**config.mk**
```make
export PLATFORM = sky130hd
export DESIGN_NAME = mac_share_sched
export DESIGN_NICKNAME = d
export VERILOG_FILES = /design/src/rtl/par_parameter.sv /design/src/rtl/mac_sched_pkg.sv /design/src/rtl/mac_share_sched_mac_pipe.sv /design/src/rtl/mac_share_sched.sv
export SDC_FILE = /design/constraint.sdc
export NUM_CORES = 1
export LEC_CHECK = 0
export CORE_MARGIN = 2
export CORE_UTILIZATION = 30
export DETAILED_ROUTE_END_ITERATION = 10
export PLACE_DENSITY = 0.52
export SLEW_MARGIN = 15
export SYNTH_ARGS = -nofsm -noshare
export SYNTH_HDL_FRONTEND = slang
export SYNTH_HIERARCHICAL = 1
export SYNTH_SLANG_ARGS = --single-unit
```
**constraint.sdc**
```tcl
create_clock -name clk -period 4.3 [get_ports clk]
set_input_delay 0.86 -clock clk [delete_from_list [all_inputs] [get_ports clk]]
set_output_delay 0.86 -clock clk [all_outputs]
set_load 0.005 [all_outputs]
```
**src/rtl/par_parameter.sv**
```systemverilog
// par_parameter: project-wide base parameter; operand width is par+1
package par_parameter;
  localparam int par = 7;
endpackage

```
**src/rtl/mac_sched_pkg.sv**
```systemverilog
// mac_sched_pkg: widths and operand/result types shared by the MAC scheduler and its pipeline
package mac_sched_pkg;
  import par_parameter::*;
  localparam int W = par + 1;
  localparam int RW = 2 * W;
  localparam int NREQ_DEF = 4;
  typedef logic [W-1:0] operand_t;
  typedef logic [RW-1:0] result_t;
endpackage

```
**src/rtl/mac_share_sched_mac_pipe.sv**
```systemverilog
// mac_pipe: 3-stage a*b+c with global enable adv, tag pass-through; ports clk,reset,adv,in_valid,in_id,a,b,c -> out_valid,out_id,out_data,busy
module mac_pipe
  import mac_sched_pkg::*;
#(
  parameter int IDW = 2
) (
  input  logic           clk,
  input  logic           reset,
  input  logic           adv,
  input  logic           in_valid,
  input  logic [IDW-1:0] in_id,
  input  operand_t       a,
  input  operand_t       b,
  input  operand_t       c,
  output logic           out_valid,
  output logic [IDW-1:0] out_id,
  output result_t        out_data,
  output logic           busy
);
  logic [2:0] v_q, v_d;
  logic [2:0][IDW-1:0] id_q, id_d;
  operand_t a1_q, a1_d, b1_q, b1_d, c1_q, c1_d, c2_q, c2_d;
  result_t p2_q, p2_d, r3_q, r3_d;
  always_comb begin
    v_d  = adv ? {v_q[1:0], in_valid} : v_q;
    id_d = adv ? {id_q[1:0], in_id} : id_q;
    a1_d = adv ? a : a1_q;
    b1_d = adv ? b : b1_q;
    c1_d = adv ? c : c1_q;
    p2_d = adv ? RW'(a1_q) * RW'(b1_q) : p2_q;
    c2_d = adv ? c1_q : c2_q;
    r3_d = adv ? p2_q + RW'(c2_q) : r3_q;
  end
  always_ff @(posedge clk) begin
    if (reset) begin
      v_q  <= '0;
      id_q <= '0;
      a1_q <= '0;
      b1_q <= '0;
      c1_q <= '0;
      p2_q <= '0;
      c2_q <= '0;
      r3_q <= '0;
    end else begin
      v_q  <= v_d;
      id_q <= id_d;
      a1_q <= a1_d;
      b1_q <= b1_d;
      c1_q <= c1_d;
      p2_q <= p2_d;
      c2_q <= c2_d;
      r3_q <= r3_d;
    end
  end
  assign out_valid = v_q[2];
  assign out_id    = id_q[2];
  assign out_data  = r3_q;
  assign busy      = |v_q;
endmodule

```
**src/rtl/mac_share_sched.sv**
```systemverilog
// mac_share_sched: round-robin sharing of one 3-stage MAC among NREQ requesters; ports cfg_en/req_* in, req_ready out, res_* out with res_ready backpressure, busy
module mac_share_sched
  import mac_sched_pkg::*;
#(
  parameter int NREQ = NREQ_DEF,
  parameter int IDW  = $clog2(NREQ)
) (
  input  logic              clk,
  input  logic              reset,
  input  logic [NREQ-1:0]   cfg_en,
  input  logic [NREQ-1:0]   req_valid,
  output logic [NREQ-1:0]   req_ready,
  input  logic [NREQ*W-1:0] req_a,
  input  logic [NREQ*W-1:0] req_b,
  input  logic [NREQ*W-1:0] req_c,
  output logic              res_valid,
  input  logic              res_ready,
  output logic [IDW-1:0]    res_id,
  output result_t           res_data,
  output logic              busy
);
  logic [NREQ-1:0] cand;
  logic [IDW-1:0] ptr_q, ptr_d, gnt_id, idx;
  logic gnt_any, adv, fire;
  always_comb begin
    cand    = req_valid & cfg_en;
    adv     = !res_valid | res_ready;
    gnt_any = 1'b0;
    gnt_id  = '0;
    idx     = '0;
    for (int k = NREQ - 1; k >= 0; k--) begin
      idx     = IDW'((int'(ptr_q) + k) % NREQ);
      gnt_id  = cand[idx] ? idx : gnt_id;
      gnt_any = gnt_any | cand[idx];
    end
    fire      = adv & gnt_any & !reset;
    req_ready = fire ? NREQ'(1) << gnt_id : '0;
    ptr_d     = fire ? IDW'((int'(gnt_id) + 1) % NREQ) : ptr_q;
  end
  always_ff @(posedge clk) ptr_q <= reset ? '0 : ptr_d;
  mac_pipe #(.IDW(IDW)) u_pipe (
    .clk      (clk),
    .reset    (reset),
    .adv      (adv),
    .in_valid (fire),
    .in_id    (gnt_id),
    .a        (req_a[gnt_id*W +: W]),
    .b        (req_b[gnt_id*W +: W]),
    .c        (req_c[gnt_id*W +: W]),
    .out_valid(res_valid),
    .out_id   (res_id),
    .out_data (res_data),
    .busy     (busy)
  );
endmodule

```
==> metrics.md <==
| Metric | Value |
|---|---|
| Utilization after layout | 0.399 |
| Final setup violation count | 0 |
| Die area | 0.0222 mm^2 |
| Fmax | 243 MHz |
| Total grt overflow | 0 |
| Final ANT Viol Nets | 0 |
| Die Ht | 149 um |
| TritonCTS Buffers | 9 |
| Yosys warning total | 6 |
| Ys async rst share | 0 |
| Least-Margin Pin Slew | 0.852 ns |
| Ports | 131 |
| Global-route wire length before repair | 24900 um |
| Power consumption | 2530 uW |
| Antenna cells | 0 |
| Critical Path Sink Type | flip-flop |
| GPL Wtd Cong | 0.775 |
| Vias/cell | 4.66 |
| Crit start category | flip-flop |
| Vias after detailed routing | 5059 |
| Part of the Yosys area used for sequential elements | 0.238 |
| Vias in the first global route | 4847 |
| Die Width | 149 um |
| Min-delay worst type | reg -> reg |
| Synth Cell Area | 0.00631 mm^2 |
| Skew final | 0.00961 ns |
| Synth Register Bits | 75 |
| Root buffer cell | clkbuf_16 |
| Crit path arrival time | 4.36 ns |
| Top FF cell, synth | dfxtp_1 |
| Largest net degree at the start of global routing | 100 |
| Final WS setup | 0.189 ns |
| Hold Buf Count CTS | 0 |
| Core Area | 0.0208 mm^2 |
| Setup tns final | 0 ns |
| Worst-path clk slew | 0.07 ns |
| Number of DRC markers in iteration 0 | 207 |
| CP Data Required Time | 4.55 ns |
| WL/cell | 14.4 um |
| Final min period | 4.11 ns |
| IR drop worst, VDD | 0.000232 V |
| Post-synth top area share | 0.238 |
| Critical setup path kind | reg -> reg |
| Area grow syn2layout | 31.5% |
| Final Max Tran Viols | 0 |
| Post-synth cell types | 70 |
| Post-route cell area | 0.00830 mm^2 |
| Final hold violations | 0 |
| Syn_area_per_cell | 9.29 um^2 |
| Run status | complete, no violations |
| Number of synthesized flops with an enable pin | 0 |
| Most common cell after layout, fill and taps aside | clkdlybuf4s50_1 |
| Initial antenna violation count | 0 |
| Placed inst area | 0.00789 mm^2 |
| Post-synthesis net count | 868 |
| TritonCTS clock tree | built |
| Clock H-tree levels | 3 |
| Slew Limit Headroom | 0.432 |
| RSZ-0062 raised after global routing | no |
| Place WS | 0.0398 ns |
| CTS Buffer Depth | 2 |
| Max-cap violations | 0 |
| Total Routed Length | 15600 um |
| Most frequent cells in the layout | clkdlybuf4s50_1, mux2i_1, nor2_1 |
| Pleak | 0.00387 uW |
| Initial core utilization | 0.303 |
| Post-DP HPWL | 12000 um |
| IO Port Bufs | 130 |
| CP Max Fanout | 9 |
| Main area contributors after synthesis | dfxtp_1, mux2i_1, fa_1, ha_1, and2_1 |
| Mapped Cells | 680 |
| Layout cells sized above 1 | 0.0938 |
| Clock sinks | 75 |
| FP Rows | 53 |
| First-pass DRT Iterations | 5 |
| Largest area contributor in the netlist | dfxtp_1 |
| Total GRT Usage | 0.141 |
| # nets final | 993 |
| Clock latency on the worst-skew pair | 0.35 ns |
| Pwr Density | 305 mW/mm^2 |
| Final Cycle Share | 0.956 |
| Residual DRC | 0 |
| Layout fillers | 2116 |
## final cells by class
type	count	area, um^2	area share
Timing Repair Buffer	146	1430	0.172
Tap cell	275	344	0.0414
Sequential cell	75	1530	0.185
Multi-Input combinational cell	515	4460	0.537
Clock buffer	9	225	0.0271
Clock inverter	7	92.6	0.0112
Inverter	58	218	0.0262
## cells by family after synthesis
logic type / count (synthesis) / share of synthesized area
AOI/OAI and AO/OA: 85 / 0.101
xor gates and xnor gates: 11 / 0.0153
adders and majority gates: 81 / 0.204
buffers and inverters: 90 / 0.0668
DFF: 75 / 0.238
muxes: 123 / 0.195
and+or+nand+nor: 215 / 0.180
## timing repair
item                       in CTS  in global routing
gates resized for setup         0                 29
setup buffers                   0                  1
setup endpoints to repair       0                  7
## report_power, final
group	internal [uW]	switching, uW
Combinational	446	412
Sequential	779	77.4
Clock	466	349
## stage by stage
stage / hold WS [ns] / cells
floorplan: 0.442 / 680
global placement: 0.463 / 1068
detailed placement: 0.461 / 1068
CTS: 0.469 / 1084
global route: 0.495 / 1085
finish: 0.464 / 1085
## Yosys cell counts (9+ instances only)
| cell type | n |
|---|---|
| a211oi_1 | 10 |
| a21oi_1 | 17 |
| and2_1 | 50 |
| buf_4 | 9 |
| dfxtp_1 | 75 |
| fa_1 | 37 |
| ha_1 | 44 |
| inv_1 | 58 |
| mux2i_1 | 123 |
| nand2_1 | 32 |
| nor2_1 | 74 |
## layer usage
| metal | share of wire | up-vias | GRT usage | routed length [um] |
|---|---|---|---|---|
| met5 | 0 | - | 0 | 0 |
| met4 | 0.013 | 0 | 0.0462 | 205 |
| met3 | 0.029 | 15 | 0.0226 | 451 |
| met2 | 0.48 | 62 | 0.221 | 7560 |
| met1 | 0.47 | 2382 | 0.198 | 7380 |
| li1 | - | 2600 | - | - |
## registers in the layout (all words and copies together), names as in the netlist
signal / count
u_pipe/v_q: 3
u_pipe/p2_q: 16
u_pipe/out_id: 2
u_pipe/b1_q: 8
u_pipe/c2_q: 8
ptr_q: 2
u_pipe/a1_q: 8
u_pipe/c1_q: 8
u_pipe/out_data: 16
u_pipe/id_q: 4
## final timing paths
| path | start | to | slack [ns] | cells past startpoint |
|---|---|---|---|---|
| setup reg to reg | u_pipe/a1_q[1]$_SDFFE_PP0P_ | u_pipe/p2_q[11]$_SDFFE_PP0P_ | 0.19 | 13 |
| hold / removal | u_pipe/out_data[12]$_SDFFE_PP0P_ | u_pipe/out_data[12]$_SDFFE_PP0P_ | 0.46 | 2 |
| setup / recovery | u_pipe/a1_q[1]$_SDFFE_PP0P_ | u_pipe/p2_q[11]$_SDFFE_PP0P_ | 0.19 | 13 |
| hold reg to reg | u_pipe/out_data[12]$_SDFFE_PP0P_ | u_pipe/out_data[12]$_SDFFE_PP0P_ | 0.46 | 2 |
## worst max-delay path, cell delays in order (launching register included)
cell	delay, ns
dfxtp_4	0.37
and2_1	0.18
fa_1	0.46
fa_1	0.54
inv_1	0.05
fa_1	0.48
fa_1	0.54
inv_1	0.04
ha_1	0.34
o21a_1	0.23
o31ai_2	0.09
a21oi_1	0.12
or3_1	0.32
a32o_1	0.25
No activity file was read; power rests on OpenSTA's default activity.
